--- src/rtl/bank_req_arb.sv ---
// Three-channel round-robin arbiter feeding a single bank port, with a post-accept
// cooldown and a credit limit on requests still awaiting a response.
module bank_req_arb #(
    parameter int DATA_W   = 32,
    parameter int BANK_LAT = 2,
    parameter int MAX_OUT  = 4
) (
    input  logic                clk_i,
    input  logic                rstn_i,
    input  logic [2:0]          ch_req_valid_i,
    input  logic [3*DATA_W-1:0] ch_req_data_i,
    output logic [2:0]          ch_req_ready_o,
    output logic                bank_req_valid_o,
    output logic [DATA_W-1:0]   bank_req_data_o,
    output logic [1:0]          bank_req_ch_o,
    input  logic                bank_req_ready_i,
    input  logic                bank_resp_valid_i,
    output logic [2:0]          outstanding_o,
    output logic                resp_err_o,
    output logic [1:0]          state_o
);

    // Handshakes: a channel transfer happens in the cycle ch_req_valid_i[k] and
    // ch_req_ready_o[k] are both high; a bank transfer happens in the cycle
    // bank_req_valid_o and bank_req_ready_i are both high. Valid never waits on ready.

    typedef enum logic [1:0] {
        IDLE = 2'd0,
        SEND = 2'd1,
        COOL = 2'd2
    } state_t;

    localparam logic [2:0] LAT3 = 3'(BANK_LAT);
    localparam logic [2:0] MAX3 = 3'(MAX_OUT);

    state_t     state_q, state_d;
    logic [1:0] ptr_q;
    logic [2:0] cool_q;
    logic [1:0] sel;
    logic [1:0] cand1, cand2;
    logic       grant;
    logic       accept;

    function automatic logic [1:0] next_ch(input logic [1:0] ch);
        return (ch == 2'd2) ? 2'd0 : ch + 2'd1;
    endfunction

    // Round-robin pick: ptr first, then ptr+1, then ptr+2 (mod 3).
    always_comb begin
        cand1 = next_ch(ptr_q);
        cand2 = next_ch(cand1);
        if (ch_req_valid_i[ptr_q])      sel = ptr_q;
        else if (ch_req_valid_i[cand1]) sel = cand1;
        else                            sel = cand2;
    end

    assign grant  = (state_q == IDLE) && (|ch_req_valid_i) && (outstanding_o < MAX3);
    assign accept = (state_q == SEND) && bank_req_ready_i;

    always_comb begin
        state_d          = state_q;
        ch_req_ready_o   = 3'b000;
        bank_req_valid_o = 1'b0;
        case (state_q)
            IDLE: begin
                if (grant) begin
                    ch_req_ready_o = 3'b001 << sel;
                    state_d        = SEND;
                end
            end
            SEND: begin
                bank_req_valid_o = 1'b1;
                if (bank_req_ready_i) state_d = (BANK_LAT > 0) ? COOL : IDLE;
            end
            COOL: begin
                if (cool_q <= 3'd1) state_d = IDLE;
            end
            default: state_d = IDLE;
        endcase
    end

    assign state_o = state_q;

    always_ff @(posedge clk_i or negedge rstn_i) begin
        if (!rstn_i) state_q <= IDLE;
        else         state_q <= state_d;
    end

    always_ff @(posedge clk_i or negedge rstn_i) begin
        if (!rstn_i) begin
            ptr_q           <= 2'd0;
            cool_q          <= 3'd0;
            bank_req_data_o <= '0;
            bank_req_ch_o   <= 2'd0;
            outstanding_o   <= 3'd0;
            resp_err_o      <= 1'b0;
        end else begin
            if (grant) begin
                bank_req_data_o <= ch_req_data_i[sel*DATA_W +: DATA_W];
                bank_req_ch_o   <= sel;
            end
            if (accept) ptr_q <= next_ch(bank_req_ch_o);

            if (accept)                                  cool_q <= LAT3;
            else if (state_q == COOL && cool_q != 3'd0)  cool_q <= cool_q - 3'd1;

            // A response landing with an accept cancels out; one with nothing outstanding is an error.
            case ({accept, bank_resp_valid_i})
                2'b10: outstanding_o <= outstanding_o + 3'd1;
                2'b01: begin
                    if (outstanding_o == 3'd0) resp_err_o <= 1'b1;
                    else                       outstanding_o <= outstanding_o - 3'd1;
                end
                default: ;
            endcase
        end
    end

endmodule

--- config.mk ---
export PLATFORM = sky130hd
export DESIGN_NAME = bank_req_arb
export DESIGN_NICKNAME = d
export VERILOG_FILES = /design/src/rtl/bank_req_arb.sv
export SDC_FILE = /design/constraint.sdc
export NUM_CORES = 1
export LEC_CHECK = 0
export ABC_AREA = 1
export BUFFER_PORTS_ARGS = -buffer_cell sky130_fd_sc_hd__buf_4
export CAP_MARGIN = 20
export CORE_MARGIN = 8
export CORE_UTILIZATION = 42
export DETAILED_ROUTE_END_ITERATION = 8
export GPL_TIMING_DRIVEN = 0
export PLACE_DENSITY = 0.82
export SKIP_LAST_GASP = 1
export SYNTH_ARGS = -nofsm -noshare
export SYNTH_HDL_FRONTEND = slang
export SYNTH_SLANG_ARGS = --single-unit
--- constraint.sdc ---
create_clock -name clk_i -period 1.5 [get_ports clk_i]
set_input_delay 0.225 -clock clk_i [delete_from_list [all_inputs] [get_ports clk_i]]
set_output_delay 0.225 -clock clk_i [all_outputs]
set_load 0.05 [all_outputs]
Word level (Yosys, flattened, before mapping)
Index checks and enable logic that the tools add are counted.
{"block": "classes", "shift": 2, "muxes": 20, "order_cmp": 4, "n_reduce_logical": 13, "mul": 0, "addsub": 6, "n_eq_ne": 11, "div_mod_pow": 0, "bitwise_logic": 0}
{"cell": "96-bit by 8-bit variable part select with 32-bit output", "count": 1}
{"cell": "2-bit 2-to-1 mux", "count": 8}
{"cell": "3-bit 2-to-1 mux", "count": 5}
{"cell": "2-bit equality test, second input constant", "count": 5}
{"cell": "2-bit inequality test, second input constant", "count": 4}
{"cell": "2-bit by 1-bit adder with 2-bit output, second input constant", "count": 3}
{"cell": "2-bit by 3-bit < comparator with 1-bit output, second input constant", "count": 2}
{"cell": "2-bit case mux with 3 select lines", "count": 1}
{"cell": "3-bit case mux with 2 select lines", "count": 1}
{"cell": "3-bit by 1-bit subtractor with 3-bit output, second input constant", "count": 2}
{"cell": "1-bit binary-select mux with 2-bit select", "count": 2}
{"cell": "2-bit by 1-bit equality test with 1-bit output, second input constant", "count": 2}
{"cell": "1-bit logical AND", "count": 4}
{"cell": "2-bit AND reduction", "count": 2}
{"cell": "2-bit nonzero test", "count": 2}
{"cell": "3-bit by 1-bit adder with 3-bit output, second input constant", "count": 1}
{"cell": "3-bit by 1-bit less-or-equal comparator with 1-bit output, second input constant", "count": 1}
{"cell": "3-bit zero test", "count": 1}
{"cell": "3-bit < comparator, second input constant", "count": 1}
{"cell": "1-bit 2-to-1 mux", "count": 3}
{"cell": "3-bit AND reduction", "count": 1}
{"cell": "3-bit nonzero test", "count": 1}
{"cell": "3-bit OR reduction", "count": 1}
{"cell": "1-bit by 2-bit << shifter with 3-bit output, first input constant", "count": 1}
{"cell": "2-bit zero test", "count": 1}
{"block": "totals", "latch_bits": 0, "out_inout_bits": 44, "mem_count": 0, "ff_bits": 45, "mem_bits_rw": 0, "rom_bits": 0}

Logic depth before layout (Yosys ltp)
{"block": "logic_depth", "word_depth": 9, "depth_mapped": 9, "ltp_nobuf": 8}

Least setup slack after synthesis
No wires, ideal clock.
{"block": "synth_path", "path_kind": "flip-flop to output port", "from": "reg outstanding_o[2]", "to": "out ch_req_ready_o[0]", "stages_incl_launch_ff": 7, "path_buffers": 1, "path_slack_ns": -0.786, "required_ns": 1.275, "arrival_time_ns": 2.061, "cell_sequence": "dfrtp_1 nor3_1 nand2_4 clkinv_4 buf_4 nand2_1 nor2_1"}
{"block": "synth_via", "elab_chain_len": 4}
{"element": "start: declaration", "line_no": "18", "text": "output logic [2:0] outstanding_o,"}
{"element": "start signal: assignment", "line_no": "109", "text": "2'b10: outstanding_o <= outstanding_o + 3'd1;"}
{"element": "start signal: assignment", "line_no": "112", "text": "else outstanding_o <= outstanding_o - 3'd1;"}
{"element": "3-bit < comparator", "line_no": "57", "text": "assign grant = (state_q == IDLE) && (|ch_req_valid_i) && (outstanding_o < MAX3);"}
{"element": "1-bit logical AND", "line_no": "57"}
{"element": "3-bit 2-to-1 mux", "line_no": "66", "text": "if (grant) begin"}
{"element": "3-bit 2-to-1 mux", "line_no": "64", "text": "case (state_q)"}
{"element": "end: declaration", "line_no": "12", "text": "output logic [2:0] ch_req_ready_o,"}
Every way passes these cells.

Final worst setup path
{"block": "layout_path", "from": "reg ptr_q[1]", "to": "out ch_req_ready_o[0]"}
{"block": "layout_via", "elab_chain_len": 9}
{"element": "start: declaration", "line_no": "37", "text": "logic [1:0] ptr_q;"}
{"element": "start signal: assignment", "line_no": "102", "text": "if (accept) ptr_q <= next_ch(bank_req_ch_o);"}
{"element": "2-bit by 1-bit adder with 2-bit output or 2-bit equality test (tied branches)", "line_no": "45", "text": "return (ch == 2'd2) ? 2'd0 : ch + 2'd1;"}
{"element": "2-bit 2-to-1 mux", "line_no": "45"}
{"element": "2-bit by 1-bit adder with 2-bit output (tied with other cells)", "line_no": "45"}
{"element": "2-bit 2-to-1 mux or 1-bit 2-to-1 mux (tied branches)", "line_no": "45, 53"}
{"element": "2-bit 2-to-1 mux", "line_no": "53", "text": "else if (ch_req_valid_i[cand1]) sel = cand1;"}
{"element": "2-bit 2-to-1 mux *", "line_no": "52", "text": "if (ch_req_valid_i[ptr_q]) sel = ptr_q;"}
{"element": "1-bit by 2-bit << shifter with 3-bit output *", "line_no": "67", "text": "ch_req_ready_o = 3'b001 << sel;"}
{"element": "3-bit 2-to-1 mux *", "line_no": "66"}
{"element": "3-bit 2-to-1 mux *", "line_no": "64"}
Mark *: on every way between the ends. The rest lies on a longest branch, timed or not. The select of a mux whose other input is x is not followed.

==> run_results.csv <==
group,metric,value,unit
final_layout,final_nets,702,
timing,finalHoldViolCount,0,
floorplan,die_x,101,um
final_layout,layout_common_cells,"buf_4 (164), nand2_1 (90), inv_1 (77)",
placed_design,gp_congestion,0.792,
power_and_ir_drop,vdd_drop_max,1090,uV
timing,setup_viol,17,
synthesis,yosysSeqAreaShare,37.0,%
global_route,grt-ovfl-total,0,
global_route,grt_start_max_net_pins,46,
worst_setup_path,critPathRequiredTime,1.27,ns
cts,cts_root_buf,"clkbuf_8",
worst_setup_path,end_kind,"output pin",
cts,cts.path.max_buffers,2,
route,drc,0,
synthesis,netlist_area,3040,um^2
synthesis,ys_seq_elements,45,
synthesis,synthMuxAreaShare,0,%
final_layout,final_common_cell,"buf_4",
worst_setup_path,path_cells,"inv_2, nand2_2, nand3_4, nand2_4, nand2_8, buf_8, nand2_4, nor2_4, buf_8",
timing,fin_crit_sh,122,%
placed_design,dpl.hpwl,7740,um
timing,skew,0.00757,ns
route,vias,3382,
final_layout,drive_gt1_share,41.6,%
synthesis,synth.distinct_cells,30,
floorplan,die_area,10200,um^2
synthesis,synthAdderAreaFrac,1.89,%
worst_setup_path,cp.arrival,1.61,ns
timing,slew_violations,0,
route,first_pass_iters,4,
synthesis,syn-num-nets,525,
run_status,failed_checks,"setup timing",
placed_design,portBuffers,146,
global_route,grt_pass1_vias,3560,
timing,fmax,0.545,GHz
synthesis,synth_top_family_by_area,"simple AND/OR/NAND/NOR gates",
cts,clk_pin_slew,0.09,ns
floorplan,start_util,42.6,%
route,drtIter0Drc,88,
global_route,track_usage,19.6,%
cts,cts_inserted_buffers,5,
power_and_ir_drop,power,11800,uW
global_route,grt_pass1_wl,16200,um
timing,final.setup.worst_slack,-0.336,ns
floorplan,fp.coreArea,7140,um^2
flow_run,cap_violations,0,
worst_setup_path,crit_path_max_fanout,5,
final_layout,fill_cells,597,
cts,clock_sinks,45,
worst_setup_path,crit_path_max_incr_delay,0.47,ns
timing,fin_crit,1.84,ns
worst_setup_path,path_class,"register to output pin",
run_status,outcome,"finished, violations left",
timing,slew_headroom,59.9,%
final_layout,antenna_cells,0,
worst_setup_path,slowest_stage,"dfrtp_2",
synthesis,syn_avg_cell_area,7.28,um^2
route,viasPerCell,4.87,
synthesis,synth-compound-area-share,10.8,%
cts,clkLatencyLatePin,0.30,ns
power_and_ir_drop,power_density,2440,nW/um^2
floorplan,row_count,31,
cts,cts_tree,"built",
timing,worst_slew_pin_slew,0.601,ns
timing,rsz0062_at_grt,"true",
worst_setup_path,startpoint_type,"register",
synthesis,synth_warnings,0,
floorplan,pin_count,147,
cts,htreeDepth,2,
synthesis,synth_cells,418,
worst_hold_path,min_path_type,"input port to register",
synthesis,synth_xor_area_share,0.576,%
floorplan,die_y,101,um
final_layout,design_area,4850,um^2
synthesis,synthSimpleGateAreaFrac,34.6,%
timing,tns,-2.07,ns
power_and_ir_drop,power.leakage,0.00270,uW
final_layout,syn_to_final_growth,59.4,%
route,wire_per_inst,14.9,um
placed_design,place_area,4290,um^2
route,drt-total-wl,10400,um
global_route,antenna_found_initial,0,
route,postRouteAntennaNets,0,
[cells in the mapped netlist, drive strengths merged]
| library cell | number | area share, % |
|---|---|---|
| a21boi | 16 | 5.1 |
| a21oi | 21 | 3.5 |
| buf | 21 | 4.9 |
| clkinv | 1 | 0.29 |
| dfrtp | 45 | 37 |
| fa | 1 | 0.66 |
| ha | 3 | 1.2 |
| inv | 81 | 10 |
| nand2 | 102 | 14 |
| nand3 | 54 | 9.3 |
| nand3b | 16 | 3.9 |
| nand4 | 17 | 3.5 |
| nor2 | 24 | 3.6 |
| nor3 | 1 | 0.16 |
| o21a | 1 | 0.25 |
| o21ai | 10 | 1.8 |
| o21bai | 1 | 0.25 |
| or2 | 1 | 0.21 |
| xor2 | 2 | 0.58 |
[flip-flops by register name, indices dropped and copies added, names as in the netlist]
signal           flops
cool_q               3
bank_req_data_o     32
bank_req_ch_o        2
state_o              2
outstanding_o        3
resp_err_o           1
ptr_q                2
[metrics by stage]
step	hold WS, ns	util (%)	worst slack [ns]	std cells
after floorplan	-0.0706	-	-0.259	418
after global placement	0.275	60.1	-0.376	663
after detailed placement	0.280	60.1	-0.424	663
after CTS	0.134	65.1	-0.366	685
after global routing	0.127	67.9	-0.392	695
final	0.123	67.9	-0.336	695
[final timing paths]
| path | startpoint | to | slack (ns) | depth (start not counted) |
|---|---|---|---|---|
| worst max-delay path | ptr_q[1]$_DFFE_PN0P_ | ch_req_ready_o[0] | -0.34 | 9 |
| worst min register to register | resp_err_o$_DFFE_PN0P_ | resp_err_o$_DFFE_PN0P_ | 0.50 | 1 |
| min in group asynchronous | rstn_i | bank_req_data_o[29]$_DFFE_PN0N_ | 0.47 | 2 |
| max in group asynchronous | rstn_i | state_o[0]$_DFFE_PN0P_ | 0.58 | 2 |
| worst min-delay path | ch_req_data_i[73] | bank_req_data_o[9]$_DFFE_PN0N_ | 0.12 | 3 |
| worst max register to register | ptr_q[1]$_DFFE_PN0P_ | bank_req_data_o[19]$_DFFE_PN0N_ | -0.22 | 12 |
[layer usage]
metal	vias up	track usage, %	part of all wire, %
li1	1668	-	-
met4	0	4.70	1.9
met5	-	0	0
met2	150	34.3	50
met3	17	6.08	8.3
met1	1547	22.6	40
[cell type report]
class / count / area [um^2] / area share, %
multi-input cells: 270 / 1590 / 32.9
repair buffers: 171 / 1370 / 28.3
flip-flops and latches: 45 / 1130 / 23.4
inverters: 82 / 317 / 6.53
plain buffers: 20 / 195 / 4.03
well taps: 99 / 124 / 2.55
clock buffers: 7 / 86.3 / 1.78
clock inverters: 1 / 30.0 / 0.619
[timing repair]
action	CTS	global route
endpoints found under the setup margin	34	35
pin swaps	10	18
buffers inserted	14	10
gates resized for setup	35	29
endpoints found under the hold margin	45	0
hold buffers	1	0
gates cloned	0	1
[worst max-delay path: cells and delay by family (launching register included)]
kind | cells | cell delay, ns
buf+inv | 3 | 0.35
simple gates | 6 | 0.48
flops | 1 | 0.47
[cell families after synthesis]
kind of cell,after synthesis
XOR/XNOR,2
AO/OA/AOI/OAI,49
adder cells (fa/ha/maj),4
flip-flops,45
AND/OR/NAND/NOR,215
buffers and inverters,103
[report_power, final]
| group | internal [uW] | total, uW | switching, uW |
|---|---|---|---|
| combinational | 3320 | 8610 | 5290 |
| clock | 544 | 991 | 447 |
| sequential | 1830 | 2240 | 412 |
| total | 5700 | 11800 | 6150 |
Power figures use the tool's default switching activity.
